**src/rtl/prim_sync_reqack_arb_if.sv**
```systemverilog
// Handshake bundle between the requesters, the round-robin arbiter and the
// SRC side of a REQ/ACK synchronizer.
interface prim_sync_reqack_arb_if #(
    parameter int NumReq = 4,
    parameter int DataW  = 8
);
    localparam int IdxW = $clog2(NumReq);

    logic [NumReq-1:0]       req_i;
    logic [NumReq*DataW-1:0] data_i;
    logic [NumReq-1:0]       ack_o;
    logic                    sync_req_o;
    logic                    sync_ack_i;
    logic [DataW-1:0]        sync_data_o;
    logic [IdxW-1:0]         sync_idx_o;
    logic                    busy_o;
    logic                    err_timeout_o;

    // Arbiter side
    modport slave (
        input  req_i, data_i, sync_ack_i,
        output ack_o, sync_req_o, sync_data_o, sync_idx_o, busy_o, err_timeout_o
    );

    // Requester / synchronizer side
    modport master (
        output req_i, data_i, sync_ack_i,
        input  ack_o, sync_req_o, sync_data_o, sync_idx_o, busy_o, err_timeout_o
    );
endinterface

```
**src/rtl/prim_sync_reqack_arb.sv**
```systemverilog
// Round-robin arbiter sharing one REQ/ACK synchronizer between NumReq
// source-domain requesters, with an optional sticky handshake watchdog.
module prim_sync_reqack_arb #(
    parameter int NumReq        = 4,
    parameter int DataW         = 8,
    parameter int TimeoutCycles = 1024
) (
    input logic                   clk_src_i,
    input logic                   rst_src_ni,
    prim_sync_reqack_arb_if.slave bus
);
    localparam int IdxW = $clog2(NumReq);

    typedef enum logic {Idle, Busy} state_e;

    state_e            state_q;
    logic [IdxW-1:0]   rr_q;
    logic [IdxW-1:0]   idx_q;
    logic [DataW-1:0]  data_q;
    logic              sel_vld;
    logic [IdxW-1:0]   sel_idx;
    logic              start;
    logic              done;

    // Pick the first pending request at or above rr_q, wrapping modulo NumReq
    always_comb begin
        sel_vld = 1'b0;
        sel_idx = '0;
        for (int k = 0; k < NumReq; k++) begin
            int c;
            c = int'(rr_q) + k;
            if (c >= NumReq) c = c - NumReq;
            if (!sel_vld && bus.req_i[c]) begin
                sel_vld = 1'b1;
                sel_idx = IdxW'(c);
            end
        end
    end

    assign start = (state_q == Idle) && sel_vld;
    assign done  = (state_q == Busy) && bus.sync_ack_i;

    // Grant FSM: latch index/payload on grant, release and advance pointer on ACK
    always_ff @(posedge clk_src_i or negedge rst_src_ni) begin
        if (!rst_src_ni) begin
            state_q <= Idle;
            rr_q    <= '0;
            idx_q   <= '0;
            data_q  <= '0;
        end else begin
            case (state_q)
                Idle: if (sel_vld) begin
                    state_q <= Busy;
                    idx_q   <= sel_idx;
                    data_q  <= bus.data_i[int'(sel_idx)*DataW +: DataW];
                end
                Busy: if (bus.sync_ack_i) begin
                    state_q <= Idle;
                    rr_q    <= (idx_q == IdxW'(NumReq - 1)) ? '0 : idx_q + 1'b1;
                end
                default: state_q <= Idle;
            endcase
        end
    end

    // Completion pulse routed to the granted requester; stray ACKs in Idle are dropped
    always_comb begin
        bus.ack_o = '0;
        if (done) bus.ack_o[idx_q] = 1'b1;
    end

    assign bus.sync_req_o  = (state_q == Busy);
    assign bus.busy_o      = (state_q == Busy);
    assign bus.sync_idx_o  = idx_q;
    assign bus.sync_data_o = data_q;

    if (TimeoutCycles > 0) begin : g_wd
        localparam int ToW = $clog2(TimeoutCycles + 1);
        logic [ToW-1:0] to_q, to_d;
        logic           err_q;

        // to_q holds the number of BUSY cycles so far including the current one,
        // so the error shows up on the TimeoutCycles-th BUSY cycle.
        always_comb begin
            to_d = to_q;
            if (start)                                            to_d = ToW'(1);
            else if (bus.busy_o && !done && to_q != ToW'(TimeoutCycles)) to_d = to_q + 1'b1;
        end

        // Saturating BUSY counter and sticky error flag
        always_ff @(posedge clk_src_i or negedge rst_src_ni) begin
            if (!rst_src_ni) begin
                to_q  <= '0;
                err_q <= 1'b0;
            end else begin
                to_q <= to_d;
                if (to_d == ToW'(TimeoutCycles) && (start || bus.busy_o)) err_q <= 1'b1;
            end
        end

        assign bus.err_timeout_o = err_q;
    end else begin : g_no_wd
        assign bus.err_timeout_o = 1'b0;
    end
endmodule

```
**src/flat_wrapper.sv**
```systemverilog
// flat-port wrapper written by rule: the top's interface ports become plain ports
module prim_sync_reqack_arb_flat 
#(
    parameter int NumReq        = 4,
    parameter int DataW         = 8,
    parameter int TimeoutCycles = 1024
)
  (clk_src_i, rst_src_ni, bus_req_i, bus_data_i, bus_sync_ack_i, bus_ack_o, bus_sync_req_o, bus_sync_data_o, bus_sync_idx_o, bus_busy_o, bus_err_timeout_o);
  prim_sync_reqack_arb_if #(.NumReq(NumReq), .DataW(DataW)) bus_i ();
  input logic clk_src_i;
  input logic rst_src_ni;
  input wire logic [$bits(bus_i.req_i)-1:0] bus_req_i;
  input wire logic [$bits(bus_i.data_i)-1:0] bus_data_i;
  input wire logic [$bits(bus_i.sync_ack_i)-1:0] bus_sync_ack_i;
  output wire logic [$bits(bus_i.ack_o)-1:0] bus_ack_o;
  output wire logic [$bits(bus_i.sync_req_o)-1:0] bus_sync_req_o;
  output wire logic [$bits(bus_i.sync_data_o)-1:0] bus_sync_data_o;
  output wire logic [$bits(bus_i.sync_idx_o)-1:0] bus_sync_idx_o;
  output wire logic [$bits(bus_i.busy_o)-1:0] bus_busy_o;
  output wire logic [$bits(bus_i.err_timeout_o)-1:0] bus_err_timeout_o;
  assign bus_i.req_i = bus_req_i;
  assign bus_i.data_i = bus_data_i;
  assign bus_i.sync_ack_i = bus_sync_ack_i;
  assign bus_ack_o = bus_i.ack_o;
  assign bus_sync_req_o = bus_i.sync_req_o;
  assign bus_sync_data_o = bus_i.sync_data_o;
  assign bus_sync_idx_o = bus_i.sync_idx_o;
  assign bus_busy_o = bus_i.busy_o;
  assign bus_err_timeout_o = bus_i.err_timeout_o;
  prim_sync_reqack_arb #(.NumReq(NumReq), .DataW(DataW), .TimeoutCycles(TimeoutCycles)) u_core (.clk_src_i(clk_src_i), .rst_src_ni(rst_src_ni), .bus(bus_i));
endmodule
```
**config.mk**
```make
export PLATFORM = sky130hd
export DESIGN_NAME = prim_sync_reqack_arb_flat
export DESIGN_NICKNAME = d
export VERILOG_FILES = /design/src/rtl/prim_sync_reqack_arb_if.sv /design/src/rtl/prim_sync_reqack_arb.sv /design/src/flat_wrapper.sv
export SDC_FILE = /design/constraint.sdc
export NUM_CORES = 1
export LEC_CHECK = 0
export BUFFER_PORTS_ARGS = -buffer_cell sky130_fd_sc_hd__buf_4
export CELL_PAD_IN_SITES_DETAIL_PLACEMENT = 1
export CELL_PAD_IN_SITES_GLOBAL_PLACEMENT = 1
export CORE_MARGIN = 2
export CORE_UTILIZATION = 41
export CTS_BUF_LIST = sky130_fd_sc_hd__clkbuf_4 sky130_fd_sc_hd__clkbuf_8
export CTS_CLUSTER_DIAMETER = 120
export DETAILED_ROUTE_END_ITERATION = 10
export PLACE_DENSITY_LB_ADDON = 0.25
export SLEW_MARGIN = 30
export SYNTH_ARGS = -nofsm -noshare
export SYNTH_HDL_FRONTEND = slang
export SYNTH_SLANG_ARGS = --single-unit
```
**constraint.sdc**
```tcl
create_clock -name clk_src_i -period 6.1 [get_ports clk_src_i]
set_input_delay 0 -clock clk_src_i [delete_from_list [all_inputs] [get_ports clk_src_i]]
set_output_delay 0 -clock clk_src_i [all_outputs]
set_load 0.02 [all_outputs]
```
# Word-level counts from Yosys, hierarchy flattened
# Cells that the tools add are included.
[totals] ff_bits=25 in_bits=39 elab_cells=79
[op_classes] n_addsub=9 magnitude_cmp=10 n_eq_ne=3 shift=1 mux=33 n_bitwise=1 reduce_logical=16
[op_table] cell="< comparator 32 x 4 -> 1 bit, second input constant" count=4
[op_table] cell="2-to-1 mux 32 bit" count=4
[op_table] cell=">= comparator 32 x 4 -> 1 bit, second input constant" count=3
[op_table] cell="subtractor 32 x 4 -> 32 bit, second input constant" count=3
[op_table] cell="variable part select 32 x 6 -> 8 bit" count=1
[op_table] cell="2-to-1 mux 11 bit" count=2
[op_table] cell="2-to-1 mux 1 bit" count=15
[op_table] cell="adder 11 x 1 -> 11 bit, second input constant" count=1
[op_table] cell="equality test 11 bit, second input constant" count=1
[op_table] cell="!= test 11 bit, second input constant" count=1
[op_table] cell="2-to-1 mux 2 bit" count=5
[op_table] cell="logical AND 1 bit" count=9
[op_table] cell="binary-select mux 1 bit (select 2 bit)" count=4
[op_table] cell="adder 2 x 2 -> 3 bit, second input constant" count=2
[op_table] cell="logical NOT 1 bit" count=4
[op_table] cell="2-to-1 mux 4 bit" count=1
[op_table] cell="AND reduction 2 bit" count=2
[op_table] cell="subtractor 2 x 3 -> 4 bit, second input constant" count=1
[op_table] cell="adder 2 x 1 -> 3 bit, second input constant" count=1
[op_table] cell=">= comparator 2 x 3 -> 1 bit, second input constant" count=1
[op_table] cell="< comparator 2 x 3 -> 1 bit, second input constant" count=1
[op_table] cell="adder 2 x 1 -> 2 bit, second input constant" count=1
[op_table] cell="demux 1 bit (select 2 bit)" count=1
[op_table] cell="equality test 2 bit, second input constant" count=1
[op_table] cell="other kinds (4)" count=4

# Depth between registers and ports, before layout
[depth] ltp_word=19 depth_mapped=8

# Worst setup path after synthesis
# No wires, ideal clock.
[synth_timing] kind="reg2reg" startpoint="reg u_core.g_wd.to_q[0]" endpoint="reg u_core.g_wd.err_q, in the netlist u_core.bus.err_timeout_o" arrival_time_ps=1912 required_ps=5996 slack_ps=4085 stages_incl_launch_ff=8 n_path_buf=1 period_less_slack_ps=2015 cell_sequence="dfrtp_1 > clkbuf_1 > inv_1 > ha_1 > nor4b_1 > a31oi_1 > a41oi_1 > o41ai_2"
[synth_between] elab_chain_len=6
[synth_rtl] item="start: declaration" line="prim_sync_reqack_arb.sv:79" source="logic [ToW-1:0] to_q, to_d;"
[synth_rtl] item="start signal: assignment" line="prim_sync_reqack_arb.sv:96" source="to_q <= to_d;"
[synth_rtl] item="branches (longest 2 deep; another with adder 11 x 1 -> 11 bit)"
[synth_rtl] item="2-to-1 mux 11 bit *" line="prim_sync_reqack_arb.sv:87" source="else if (bus.busy_o && !done && to_q != ToW'(TimeoutCycles)) to_d = to_q + 1'b1;"
[synth_rtl] item="2-to-1 mux 11 bit *" line="prim_sync_reqack_arb.sv:86" source="if (start) to_d = ToW'(1);"
[synth_rtl] item="equality test 11 bit *" line="prim_sync_reqack_arb.sv:97" source="if (to_d == ToW'(TimeoutCycles) && (start || bus.busy_o)) err_q <= 1'b1;"
[synth_rtl] item="logical AND 1 bit *" line="prim_sync_reqack_arb.sv:97"
[synth_rtl] item="end signal: assignment" line="prim_sync_reqack_arb.sv:94" source="err_q <= 1'b0;"
[synth_rtl] item="end signal: assignment" line="prim_sync_reqack_arb.sv:97"
[synth_rtl] item="end: declaration" line="prim_sync_reqack_arb.sv:80" source="logic err_q;"
# Mark *: on every way between the ends.
# A chain may end at the register's enable or synchronous reset.

# Worst setup path in the final report
# Ends and elaborated chain as after synthesis.

==> flow_metrics.tcl <==
set metrics [dict create \
    place_hpwl_um 3921 \
    p_seq_frac 0.391 \
    yosysTopAreaCellShare 0.3731 \
    numClockSinks 25 \
    ir_drop_uv 180.7 \
    ant_nets 0 \
    antenna_cells 0 \
    fin_crit_sh 0.3752 \
    cts_root_buf "clkbuf_8" \
    outcome "complete, no violations" \
    power.switching_mw 0.2533 \
    critPathBufInv 1 \
    syn_nets 223 \
    synth_top_family_by_area "simple AND/OR/NAND/NOR gates" \
    finalWeightedCongestion 0.8952 \
    synth-xor-area-share 0.05746 \
    finalNetCount 277 \
    synth_top_area_cell "dfrtp_1" \
    arrival_ns 2.45 \
    max_slew_margin 0.5006 \
    cpPeakStageDelay_ns 0.58 \
    clock.fmax_ghz 0.4370 \
    pwr-share-clk 0.155 \
    hp-class "in2reg" \
    grt_pass1_wl_um 7817 \
    setup_ws_ns 3.812 \
    synth_compound_area_frac 0.1381 \
    rows 23 \
    rsz0062_at_grt "false" \
    setup_viol 0 \
    first_pass_iters 4 \
    skew_ns 0.002295 \
    synth_area_leaders "dfrtp_1 37%, mux2i_1 9.6%, ha_1 4.5%" \
    path_class "reg2reg" \
    dieArea_sq_um 4617 \
    internal-power_mw 0.3829 \
    ys_seq_area_frac 0.3731 \
    holdBufCountCts 2 \
    worstHoldStart "bus_data_i[18]" \
    grt_pass1_vias 1674 \
    crit_path_cell_trace "inv_1 -> ha_1 -> nor4b_1 -> a31oi_1 -> a41oi_1 -> o41ai_2" \
    viasPerCell 5.530 \
    cp-start-kind "flop" \
    synth_cell_types 44 \
    finalMaxSlewViolations 0 \
    yosysWarnings 0 \
    core-area_sq_um 3971 \
    cts_tree "yes" \
    synth_simple_gate_area_frac 0.2373 \
    worst_pin_slew_ns 0.7491 \
    async_flop_share 1.000 \
    combPwrFrac 0.453 \
    die_x_um 67.95 \
    hold_viol 0 \
    cts_resized 0 \
    slowest_stage "a31oi_1" \
    synthAdderAreaFrac 0.04478 \
    drive_gt1_frac 0.2987 \
    setup_tns_ns 0 \
    power_density_nw_per_um2 291.7 \
    maxCapViolations 0 \
    route.detailed.drc 0 \
    postSynthAreaPerCell_sq_um 9.419 \
    syn_inst 178 \
    port_buffers 55 \
    synthMuxAreaShare 0.1022 \
    grt_max_degree 26 \
    ys_ff_latch 25 \
    antenna_found_initial 0 \
    wl_per_cell_um 17.73 \
    cts_setup_buffers 0 \
    cts_buffer_depth 2 \
    clk_pin_slew_ns 0.09 \
    routed-via-count 1554 \
    fillers 477 \
    worstReg2RegStart "u_core.g_wd.to_q[0]$_DFF_PN0_" \
    dieHeight_um 67.95 \
    clock_latency_ns 0.27 \
    ys.flop_type "dfrtp_1" \
    required_ns 6.26 \
    area.growth.synth_to_final_pct 30.07 \
    drtIter0Drc 60 \
    synth_edf_count 0 \
    syn_area_sq_um 1677 \
    start_util 0.4222 \
    hold_ws_ns 0.04409 \
    drt-total-wl_um 4982 \
    p_sw_frac 0.3982 \
    pre_cts_ws_ns 3.849 \
    p_leak_nw 1.115 \
    cpLargestDelayFamily "compound AO/OA/AOI/OAI gates" \
    cp_max_fo 9 \
    fin_crit_ns 2.288 \
    total_power_mw 0.6362 \
    numCtsBuffers 3 \
    gr-total-overflow 0 \
    grtUsageTotal 0.2262 \
    startpoint "u_core.g_wd.to_q[0]$_DFF_PN0_" \
    crit_path_end_kind "flop" \
    h-tree-depth 1 \
    boundaryPins 56 \
]
==> sequential cells by signal, indices dropped and copies added (netlist names) <==
name                      flops
u_core.bus.err_timeout_o      1
u_core.g_wd.to_q             11
u_core.rr_q                   2
u_core.bus.sync_data_o        8
u_core.bus.sync_idx_o         2
u_core.bus.busy_o             1
==> through the flow <==
step	cell area, sq um	instances	util
2_1_floorplan	1677	178	-
3_3_place_gp	2115	275	0.5325
3_5_place_dp	2115	275	0.5325
4_1_cts	2181	281	0.5491
5_1_grt	2181	281	0.5491
6_report	2181	281	0.5491
==> power by group through the flow <==
stage	Clock (mW)	Sequential (mW)	Combinational, mW
final	0.0989	0.249	0.288
after global routing	0.110	0.255	0.314
after CTS	0.105	0.249	0.291
after detailed placement	0	0.252	0.289
after global placement	0	0.247	0.275
after floorplan	0	0.271	0.153
==> routing by layer <==
metal / vias up / track usage / routed length, um
met2: 27 / 0.4466 / 2843
met1: 784 / 0.2472 / 1947
met3: 8 / 0.02303 / 127
met5: - / 0 / 0
li1: 735 / - / -
met4: 0 / 0.07500 / 63
==> cell usage after synthesis, types with 2 or more instances <==
cell type  number
dfrtp_1        25
nand2_1        20
mux2i_1        16
nor2_1         16
inv_1           9
o221ai_1        7
ha_1            6
nand2b_1        6
o21ai_0         6
xnor2_1         6
a21oi_1         5
xor2_1          5
clkbuf_1        4
nor3_1          4
a21o_1          3
and3_1          3
buf_2           3
nand4_1         3
a211oi_1        2
a31oi_1         2
buf_4           2
nand3_1         2
nor4b_1         2
==> cells in the final DEF, fill, tap and decap left out, types with 2 or more instances in the layout <==
master         netlist  layout
a211oi_1             2       2
a21o_1               3       3
a21oi_1              5       5
a31oi_1              2       2
and3_1               3       3
buf_4                2      56
clkbuf_8             0       3
dfrtp_1             25      25
dlygate4sd3_1        0       2
ha_1                 6       6
inv_1                9       9
mux2i_1             16      16
nand2_1             20      20
nand2b_1             6       6
nand3_1              2       2
nand4_1              3       3
nor2_1              16      16
nor3_1               4       4
nor4b_1              2       2
o21ai_0              6       6
o221ai_1             7       7
xnor2_1              6       6
xor2_1               5       5
==> layout make-up <==
cell class                      count  area [sq um]  area share
Clock buffer                        3         41.29     0.01893
Inverter                            9         33.78     0.01549
Tap cell                           50         62.56     0.02869
Multi-Input combinational cell    135         972.2      0.4458
Clock inverter                      1         5.005    0.002295
Sequential cell                    25         625.6      0.2869
Timing Repair Buffer               58         440.4      0.2020
==> cell families after synthesis <==
kind of cell               count (synthesis)
and+or+nand+nor                           69
DFF                                       25
muxes                                     17
buffers and inverters                     18
adders and majority gates                  6
AOI/OAI and AO/OA                         32
xor gates and xnor gates                  11
==> worst reg2reg max path, delay by kind of cell, from the launching register on <==
| family | cells | cell delay, ns |
|---|---|---|
| simple gates | 1 | 0.14 |
| compound gates | 3 | 1.26 |
| fa+ha+maj | 1 | 0.20 |
| flops | 1 | 0.51 |
| buf+inv | 1 | 0.08 |
==> final timing paths <==
| check | end | cells after the start | slack [ns] |
|---|---|---|---|
| worst max-delay path | u_core.bus.err_timeout_o$_DFFE_PN0P_ | 6 | 3.81 |
| max in group asynchronous | u_core.g_wd.to_q[3]$_DFF_PN0_ | 2 | 5.68 |
| worst min register to register | u_core.bus.sync_data_o[2]$_DFFE_PN0N_ | 2 | 0.50 |
| min in group asynchronous | u_core.bus.err_timeout_o$_DFFE_PN0P_ | 2 | 0.17 |
| worst max register to register | u_core.bus.err_timeout_o$_DFFE_PN0P_ | 6 | 3.81 |
| worst min-delay path | u_core.bus.sync_data_o[2]$_DFFE_PN0N_ | 3 | 0.04 |
Note: power is estimated with default switching activity, not from simulation.
